$ cat src/rtl/fb_write_arbiter.sv
// Framebuffer write-port owner: round-robin arbitration between two pixel
// requesters plus a frame-clear engine issuing one write per clock.
module fb_write_arbiter #(
  parameter int unsigned H_RES  = 640,
  parameter int unsigned V_RES  = 480,
  parameter int unsigned ADDR_W = 19,
  parameter int unsigned DATA_W = 16
) (
  input  logic              clk,
  input  logic              rst,
  input  logic              req0_valid,
  input  logic [9:0]        req0_x,
  input  logic [8:0]        req0_y,
  input  logic [DATA_W-1:0] req0_data,
  output logic              req0_ready,
  input  logic              req1_valid,
  input  logic [9:0]        req1_x,
  input  logic [8:0]        req1_y,
  input  logic [DATA_W-1:0] req1_data,
  output logic              req1_ready,
  input  logic              clear_start,
  input  logic [DATA_W-1:0] clear_color,
  output logic              clear_busy,
  output logic              clear_done,
  output logic [ADDR_W-1:0] w_addr,
  output logic [DATA_W-1:0] w_data,
  output logic              we
);

  localparam int unsigned     NPIX    = H_RES * V_RES;
  localparam logic [ADDR_W:0] CLR_END = (ADDR_W+1)'(NPIX);

  typedef enum logic {S_IDLE, S_CLEAR} state_t;

  state_t            r_state;
  state_t            w_state_nxt;
  logic              r_last_gnt;
  logic [ADDR_W:0]   r_clr_cnt;
  logic [DATA_W-1:0] r_clr_color;
  logic [ADDR_W-1:0] r_addr;
  logic [DATA_W-1:0] r_data;
  logic              r_we;
  logic              r_done;

  logic              w_idle;
  logic              w_gnt0;
  logic              w_gnt1;
  logic              w_xfer0;
  logic              w_xfer1;
  logic              w_xfer;
  logic              w_clr_go;
  logic              w_clr_end;
  logic [9:0]        w_sel_x;
  logic [8:0]        w_sel_y;
  logic [DATA_W-1:0] w_sel_data;
  logic              w_onscreen;

  function automatic logic [ADDR_W-1:0] pix_addr(input logic [9:0] x, input logic [8:0] y);
    return ADDR_W'(y) * ADDR_W'(H_RES) + ADDR_W'(x);
  endfunction

  // r_last_gnt = 1 means requester 1 won last, so requester 0 wins the next tie
  assign w_idle     = (r_state == S_IDLE);
  assign w_gnt0     = req0_valid & (~req1_valid | r_last_gnt);
  assign w_gnt1     = req1_valid & (~req0_valid | ~r_last_gnt);
  assign req0_ready = w_idle & ~clear_start & w_gnt0;
  assign req1_ready = w_idle & ~clear_start & w_gnt1;
  assign w_xfer0    = req0_valid & req0_ready;
  assign w_xfer1    = req1_valid & req1_ready;
  assign w_xfer     = w_xfer0 | w_xfer1;
  assign w_clr_go   = w_idle & clear_start;

  assign w_sel_x    = w_xfer1 ? req1_x    : req0_x;
  assign w_sel_y    = w_xfer1 ? req1_y    : req0_y;
  assign w_sel_data = w_xfer1 ? req1_data : req0_data;
  assign w_onscreen = (32'(w_sel_x) < H_RES) && (32'(w_sel_y) < V_RES);

  always_comb begin
    w_state_nxt = r_state;
    w_clr_end   = 1'b0;
    case (r_state)
      S_IDLE: begin
        if (clear_start) w_state_nxt = S_CLEAR;
      end
      S_CLEAR: begin
        // counter reaching NPIX means every address has been written
        if (r_clr_cnt == CLR_END) begin
          w_state_nxt = S_IDLE;
          w_clr_end   = 1'b1;
        end
      end
    endcase
  end

  always_ff @(posedge clk or posedge rst) begin
    if (rst) begin
      r_state     <= S_IDLE;
      r_last_gnt  <= 1'b1;
      r_clr_cnt   <= '0;
      r_clr_color <= '0;
      r_addr      <= '0;
      r_data      <= '0;
      r_we        <= 1'b0;
      r_done      <= 1'b0;
    end else begin
      r_state <= w_state_nxt;
      r_we    <= 1'b0;
      r_done  <= w_clr_end;
      if (w_clr_go) begin
        r_clr_cnt   <= '0;
        r_clr_color <= clear_color;
      end else if (w_xfer) begin
        r_last_gnt <= w_xfer1;
        if (w_onscreen) begin
          r_addr <= pix_addr(w_sel_x, w_sel_y);
          r_data <= w_sel_data;
          r_we   <= 1'b1;
        end
      end
      if ((r_state == S_CLEAR) && !w_clr_end) begin
        r_addr    <= r_clr_cnt[ADDR_W-1:0];
        r_data    <= r_clr_color;
        r_we      <= 1'b1;
        r_clr_cnt <= r_clr_cnt + (ADDR_W+1)'(1);
      end
    end
  end

  assign w_addr     = r_addr;
  assign w_data     = r_data;
  assign we         = r_we;
  assign clear_done = r_done;
  assign clear_busy = (r_state == S_CLEAR);

endmodule

$ cat config.mk
export PLATFORM = sky130hd
export DESIGN_NAME = fb_write_arbiter
export DESIGN_NICKNAME = d
export VERILOG_FILES = /design/src/rtl/fb_write_arbiter.sv
export SDC_FILE = /design/constraint.sdc
export NUM_CORES = 1
export LEC_CHECK = 0
export CAP_MARGIN = 25
export CORE_ASPECT_RATIO = 1.25
export CORE_MARGIN = 2
export CORE_UTILIZATION = 42
export CTS_CLUSTER_DIAMETER = 120
export DETAILED_ROUTE_END_ITERATION = 7
export DONT_BUFFER_PORTS = 1
export PLACE_DENSITY = 0.55
export RECOVER_POWER = 100
export SYNTH_ARGS = -nofsm -noshare
export SYNTH_HDL_FRONTEND = slang
export SYNTH_SLANG_ARGS = --single-unit
$ cat constraint.sdc
create_clock -name clk -period 4.2 [get_ports clk]
set_input_delay 0.84 -clock clk [delete_from_list [all_inputs] [get_ports clk]]
set_output_delay 0.84 -clock clk [all_outputs]
set_load 0.05 [all_outputs]
# Word level (Yosys, flattened, before mapping)

Cells that the tools add are included.
W data, S select, Z words.

Register bits: 75
Output and inout bits: 40
Word-level logic and storage cells: 62

Add/subtract/negate cells: 2
Multiply operators: 1
Magnitude comparators: 2
Eq/ne operators: 2
Multiplexer cells: 22
Bitwise logic cells: 17
Reductions and logical operators: 8

Operator list:

| cell                    | number |
|---|---|
| $mux W16                | 5 |
| $mux W19                | 4 |
| $mux W20                | 2 |
| $add A20 B1 Y20 const B | 1 |
| $eq A20 B19 Y1 const B  | 1 |
| $add A19 B10 Y19        | 1 |
| $mul A9 B3 Y12 const B  | 1 |
| $lt A10 B10 Y1 const B  | 1 |
| $mux W10                | 1 |
| $lt A9 B9 Y1 const B    | 1 |
| $mux W9                 | 1 |
| $and A1 B1 Y1           | 8 |
| $mux W1                 | 8 |
| $not A1 Y1              | 6 |
| $reduce_bool A2 Y1      | 3 |
| $or A1 B1 Y1            | 3 |
| $reduce_and A3 Y1       | 1 |
| $logic_and A1 B1 Y1     | 2 |
| $ne A2 B1 Y1 const B    | 1 |
| $pmux W1 S2             | 1 |
| $reduce_and A2 Y1       | 1 |
| $logic_not A1 Y1        | 1 |

# Logic depth before layout (Yosys ltp)

Depth after elaboration: 12
Depth in mapped cells: 17
Mapped depth without buffers: 14

# Least setup slack after synthesis

No wires, ideal clock.

Path kind: input to register
Start point: in clear_start
End point: reg r_addr[18] (netlist: w_addr[18])
Arrival time: 4.604 ns
Slack: -0.483 ns
Stages on the path: 16
Buffers on the path: 2
Path through: nor2_1 -> nand3_1 -> inv_1 -> clkbuf_1 -> buf_1 -> nand2_1 -> nand2_1 -> ha_1 -> ha_1 -> fa_1 -> and3_1 -> a32oi_1 -> nor4b_1 -> nand3_1 -> nor3_1 -> a2bb2oi_1

Longest elaborated chain between the ends: 11
Elaborated cells between the ends (all ways): 23
Classes of those cells: add/sub: 1; mul: 1; order compare: 2; eq/ne: 1; mux: 6; bitwise: 8; reduce/logical: 4

RTL lines:

| element                      | RTL line | source |
|---|---|---|
| start, declared              | 21       | `input logic clear_start,` |
| $not A1 Y1 *                 | 67       | `assign req1_ready = w_idle & ~clear_start & w_gnt1;` |
| $and A1 B1 Y1 * (2 in a row) | 67       |  |
| named net req1_ready         | 20       | `output logic req1_ready,` |
| $and A1 B1 Y1 *              | 69       | `assign w_xfer1 = req1_valid & req1_ready;` |
| $mux W9                      | 74       | `assign w_sel_y = w_xfer1 ? req1_y : req0_y;` |
| $mul A9 B3 Y12               | 59       | `return ADDR_W'(y) * ADDR_W'(H_RES) + ADDR_W'(x);` |
| $add A19 B10 Y19             | 59       |  |
| $mux W19                     | 114      | `if (w_onscreen) begin` |
| $mux W19                     | 112      | `end else if (w_xfer) begin` |
| $mux W19                     | 109      | `if (w_clr_go) begin` |
| $mux W19                     | 120      | `if ((r_state == S_CLEAR) && !w_clr_end) begin` |
| end signal, assigned         | 115      | `r_addr <= pix_addr(w_sel_x, w_sel_y);` |
| end signal, assigned         | 121      | `r_addr <= r_clr_cnt[ADDR_W-1:0];` |
| end, declared                | 40       | `logic [ADDR_W-1:0] r_addr;` |

Mark *: on every way through the listed nets, which the timed path passes. The rest lies on a longest branch. The select of a mux whose other input is x is not followed.
A chain may end at the register's enable or synchronous reset.

# Worst setup path after layout

Start point: in clear_start
End point: reg r_addr[18] (netlist: w_addr[18])

Longest elaborated chain between the ends: 11
Elaborated cells between the ends (all ways): 23
Classes of those cells: add/sub: 1; mul: 1; order compare: 2; eq/ne: 1; mux: 6; bitwise: 8; reduce/logical: 4

RTL lines:

| element          | RTL line |
|---|---|
| $not A1 Y1       | 66, 67 |
| $and A1 B1 Y1    | 66, 67 |
| $and A1 B1 Y1    | 67 |
| $and A1 B1 Y1    | 69 |
| $mux W9          | 74 |
| $mul A9 B3 Y12   | 59 |
| $add A19 B10 Y19 | 59 |
| $mux W19         | 114 |
| $mux W19         | 112 |
| $mux W19         | 109 |
| $mux W19         | 120 |

Several ways; a longest one is shown, not always the timed one. The select of a mux whose other input is x is not followed.

==> impl_metrics.tcl <==
set metrics [dict create \
    final_nets 615 \
    preCtsSetupSlack_ns 0.159 \
    drt-pass1-iter-count 4 \
    cts_resized 0 \
    cts_buffer_depth 2 \
    synth_edf_count 0 \
    ys_seq_area_share_pct 42.7 \
    die_w_microns 95.5 \
    combPwrFrac_pct 14.8 \
    cts.sink_count 75 \
    synth_area_sq_mm 0.00439 \
    place_congestion 0.841 \
    synth_area_leaders "dfrtp_1 42%, nand2_1 12%, ha_1 5.1%" \
    cpMaxStageDelayCell "a211oi_1" \
    hold_viol_final 0 \
    synth-main-ff-cell "dfrtp_1" \
    ys_types 57 \
    slowest_delay_ns 0.45 \
    rows 41 \
    rsz0062_at_grt "no" \
    initial_utilization_pct 43.3 \
    io_pins 131 \
    synth-async-reset-ratio_pct 100 \
    clk_latency_ns 0.34 \
    fin_crit_ns 3.74 \
    netlist_top_cells_count "144 x nand2_1, 74 x dfrtp_1, 34 x o21ai_0, 30 x nand3_1, 25 x nor2_1" \
    synthMostInstantiatedCell "nand2_1" \
    critPathMaxFanout 9 \
    timing.final.ws_setup_ns 0.462 \
    fin_tns_setup_ns 0 \
    area_growth_pct 10.4 \
    antenna_cells 0 \
    critical_path_class "in -> reg" \
    powerDensity_mw_per_mm2 481 \
    synth_fp_nets 615 \
    cts_setup_buffers 0 \
    clk_pin_slew_ns 0.06 \
    period_share_pct 89.0 \
    drt.antenna.violating_nets 0 \
    ys_ff_latch 75 \
    hpwl_mm 8.76 \
    power_switching_share_pct 36.1 \
    die_h_microns 118 \
    hold_buffers 0 \
    vdd_drop_max_uv 179 \
    worstPathArrival_ns 4.00 \
    violations "capacitance limit, slew limit" \
    worstMarginPinSlew_ns 1.92 \
    hold_class "reg -> reg" \
    synth_top_area_share_pct 42.1 \
    power.switching_uw 844 \
    internal_power_mw 1.49 \
    crit_chain "nor2_1, nand3_2, inv_1, clkbuf_1, nand2_1, nand2_1, ha_1, ha_1, a211oi_1, nor2_1, nor4b_2, nand3_1, nor3_1, a2bb2oi_1" \
    syn_avg_cell_area_sq_um 8.72 \
    max_freq_mhz 268 \
    relSlewSlack_pct -28.6 \
    first_iter_violations 153 \
    cp-start-kind "input pin" \
    cts_buffers 9 \
    cts_tree "yes" \
    grtUsageTotal_pct 22.1 \
    p_leak_nw 2.16 \
    via_per_inst 5.91 \
    ys_warn_count 0 \
    synth_cells 504 \
    cts_max_level 3 \
    grt_pass1_wl_mm 19.4 \
    synth_area_leader_cell "dfrtp_1" \
    dieArea_sq_mm 0.0113 \
    cts-root-buf "clkbuf_16" \
    port-buffer-count 0 \
    vias 3770 \
    outcome "complete, but fails checks" \
    drv_slew 78 \
    routedWlPerCell_microns 18.6 \
    finalSetupViolCount 0 \
    gr-total-overflow 0 \
    cp.required_ns 4.46 \
    drive_gt1_share_pct 8.25 \
    grt_max_degree 51 \
    p_clk_share_pct 34.3 \
    antenna_found_initial 0 \
    grt_pass1_vias 3731 \
    power_frac_seq_pct 50.9 \
    skew_ns 0.00834 \
    drv_cap 2 \
    drt-total-wl_mm 11.9 \
    coreArea_sq_mm 0.0102 \
    end_kind "flop" \
    drc 0 \
]
power by group through the flow:
stage / combinational (mW) / sequential (mW) / clock, mW
global placement: 0.346 / 1.20 / 0
detailed placement: 0.355 / 1.20 / 0
CTS: 0.356 / 1.19 / 0.820
floorplan: 0.293 / 1.15 / 0
finish: 0.345 / 1.19 / 0.801
global route: 0.396 / 1.21 / 0.847
placed cells by master (no fill, tap or decap), types with 8 or more instances in the layout:
master,instances
a21oi_1,10
nand2_1,144
xor2_1,9
nor2_1,25
inv_1,10
buf_4,9
o21ai_0,37
o221a_1,19
nand4_1,8
dfrtp_1,73
nand3_1,29
ha_1,18
mux2i_1,8
clkbuf_16,9
worst max-delay path: cells and delay by family:
family	cells	cell delay (ns)
AO/OA/AOI/OAI	2	0.64
adder cells (fa/ha/maj)	2	0.58
buffers and inverters	2	0.49
AND/OR/NAND/NOR	8	1.44
layout make-up:
class,count,area [sq um]
well taps,129,161
inverters,11,42.5
repair buffers,15,90.1
flip-flops and latches,75,1880
multi-input cells,392,2370
fillers,1002,5310
clock inverters,6,72.6
clock buffers,10,239
path summary, 6_finish.rpt:
| check | startpoint | endpoint | slack (ns) | depth (start not counted) |
|---|---|---|---|---|
| max | clear_start | w_addr[18] | 0.46 | 14 |
| min | r_last_gnt | r_last_gnt | 0.47 | 2 |
| max reg2reg | clear_busy | w_addr[18] | 0.53 | 14 |
| min reg2reg | r_last_gnt | r_last_gnt | 0.47 | 2 |
| max in group asynchronous | rst | clear_busy | 0.92 | 2 |
| min in group asynchronous | rst | w_addr[1] | 0.86 | 1 |
sequential cells by signal, summed over array words and instances (netlist names):
| signal | count |
|---|---|
| r_clr_cnt | 20 |
| w_addr | 19 |
| r_clr_color | 16 |
| w_data | 16 |
| clear_busy | 1 |
| clear_done | 1 |
| r_last_gnt | 1 |
| we | 1 |
per-stage QoR:
step                hold slack (ns)  cell area [sq um]  total power [mW]  utilization (%)  std cells
finish                        0.471               4850              2.33             47.8        638
global route                  0.491               4850              2.45             47.8        638
CTS                           0.472               4880              2.37             48.0        637
global placement              0.455               4570              1.54             45.0        621
floorplan                     0.444               4410              1.45                -        504
detailed placement            0.463               4570              1.56             45.0        621
logic make-up (layout without fill, tap and decap cells):
| logic type | count (synthesis) | in the layout | synth area share [%] |
|---|---|---|---|
| multiplexers | 8 | 8 | 1.82 |
| flip-flops | 75 | 75 | 42.7 |
| AND/OR/NAND/NOR | 245 | 245 | 25.2 |
| adder cells (fa/ha/maj) | 20 | 20 | 6.04 |
| buffers and inverters | 37 | 42 | 3.53 |
| XOR/XNOR | 13 | 13 | 2.59 |
| AO/OA/AOI/OAI | 106 | 106 | 18.1 |
per-layer routing:
layer,vias up,wire length (microns),track usage [%]
met5,-,0,0
met4,0,246,7.95
met3,21,837,5.10
met2,136,6050,38.0
met1,1813,4720,26.6
li1,1800,-,-
Note: power is estimated with default switching activity, not from simulation.
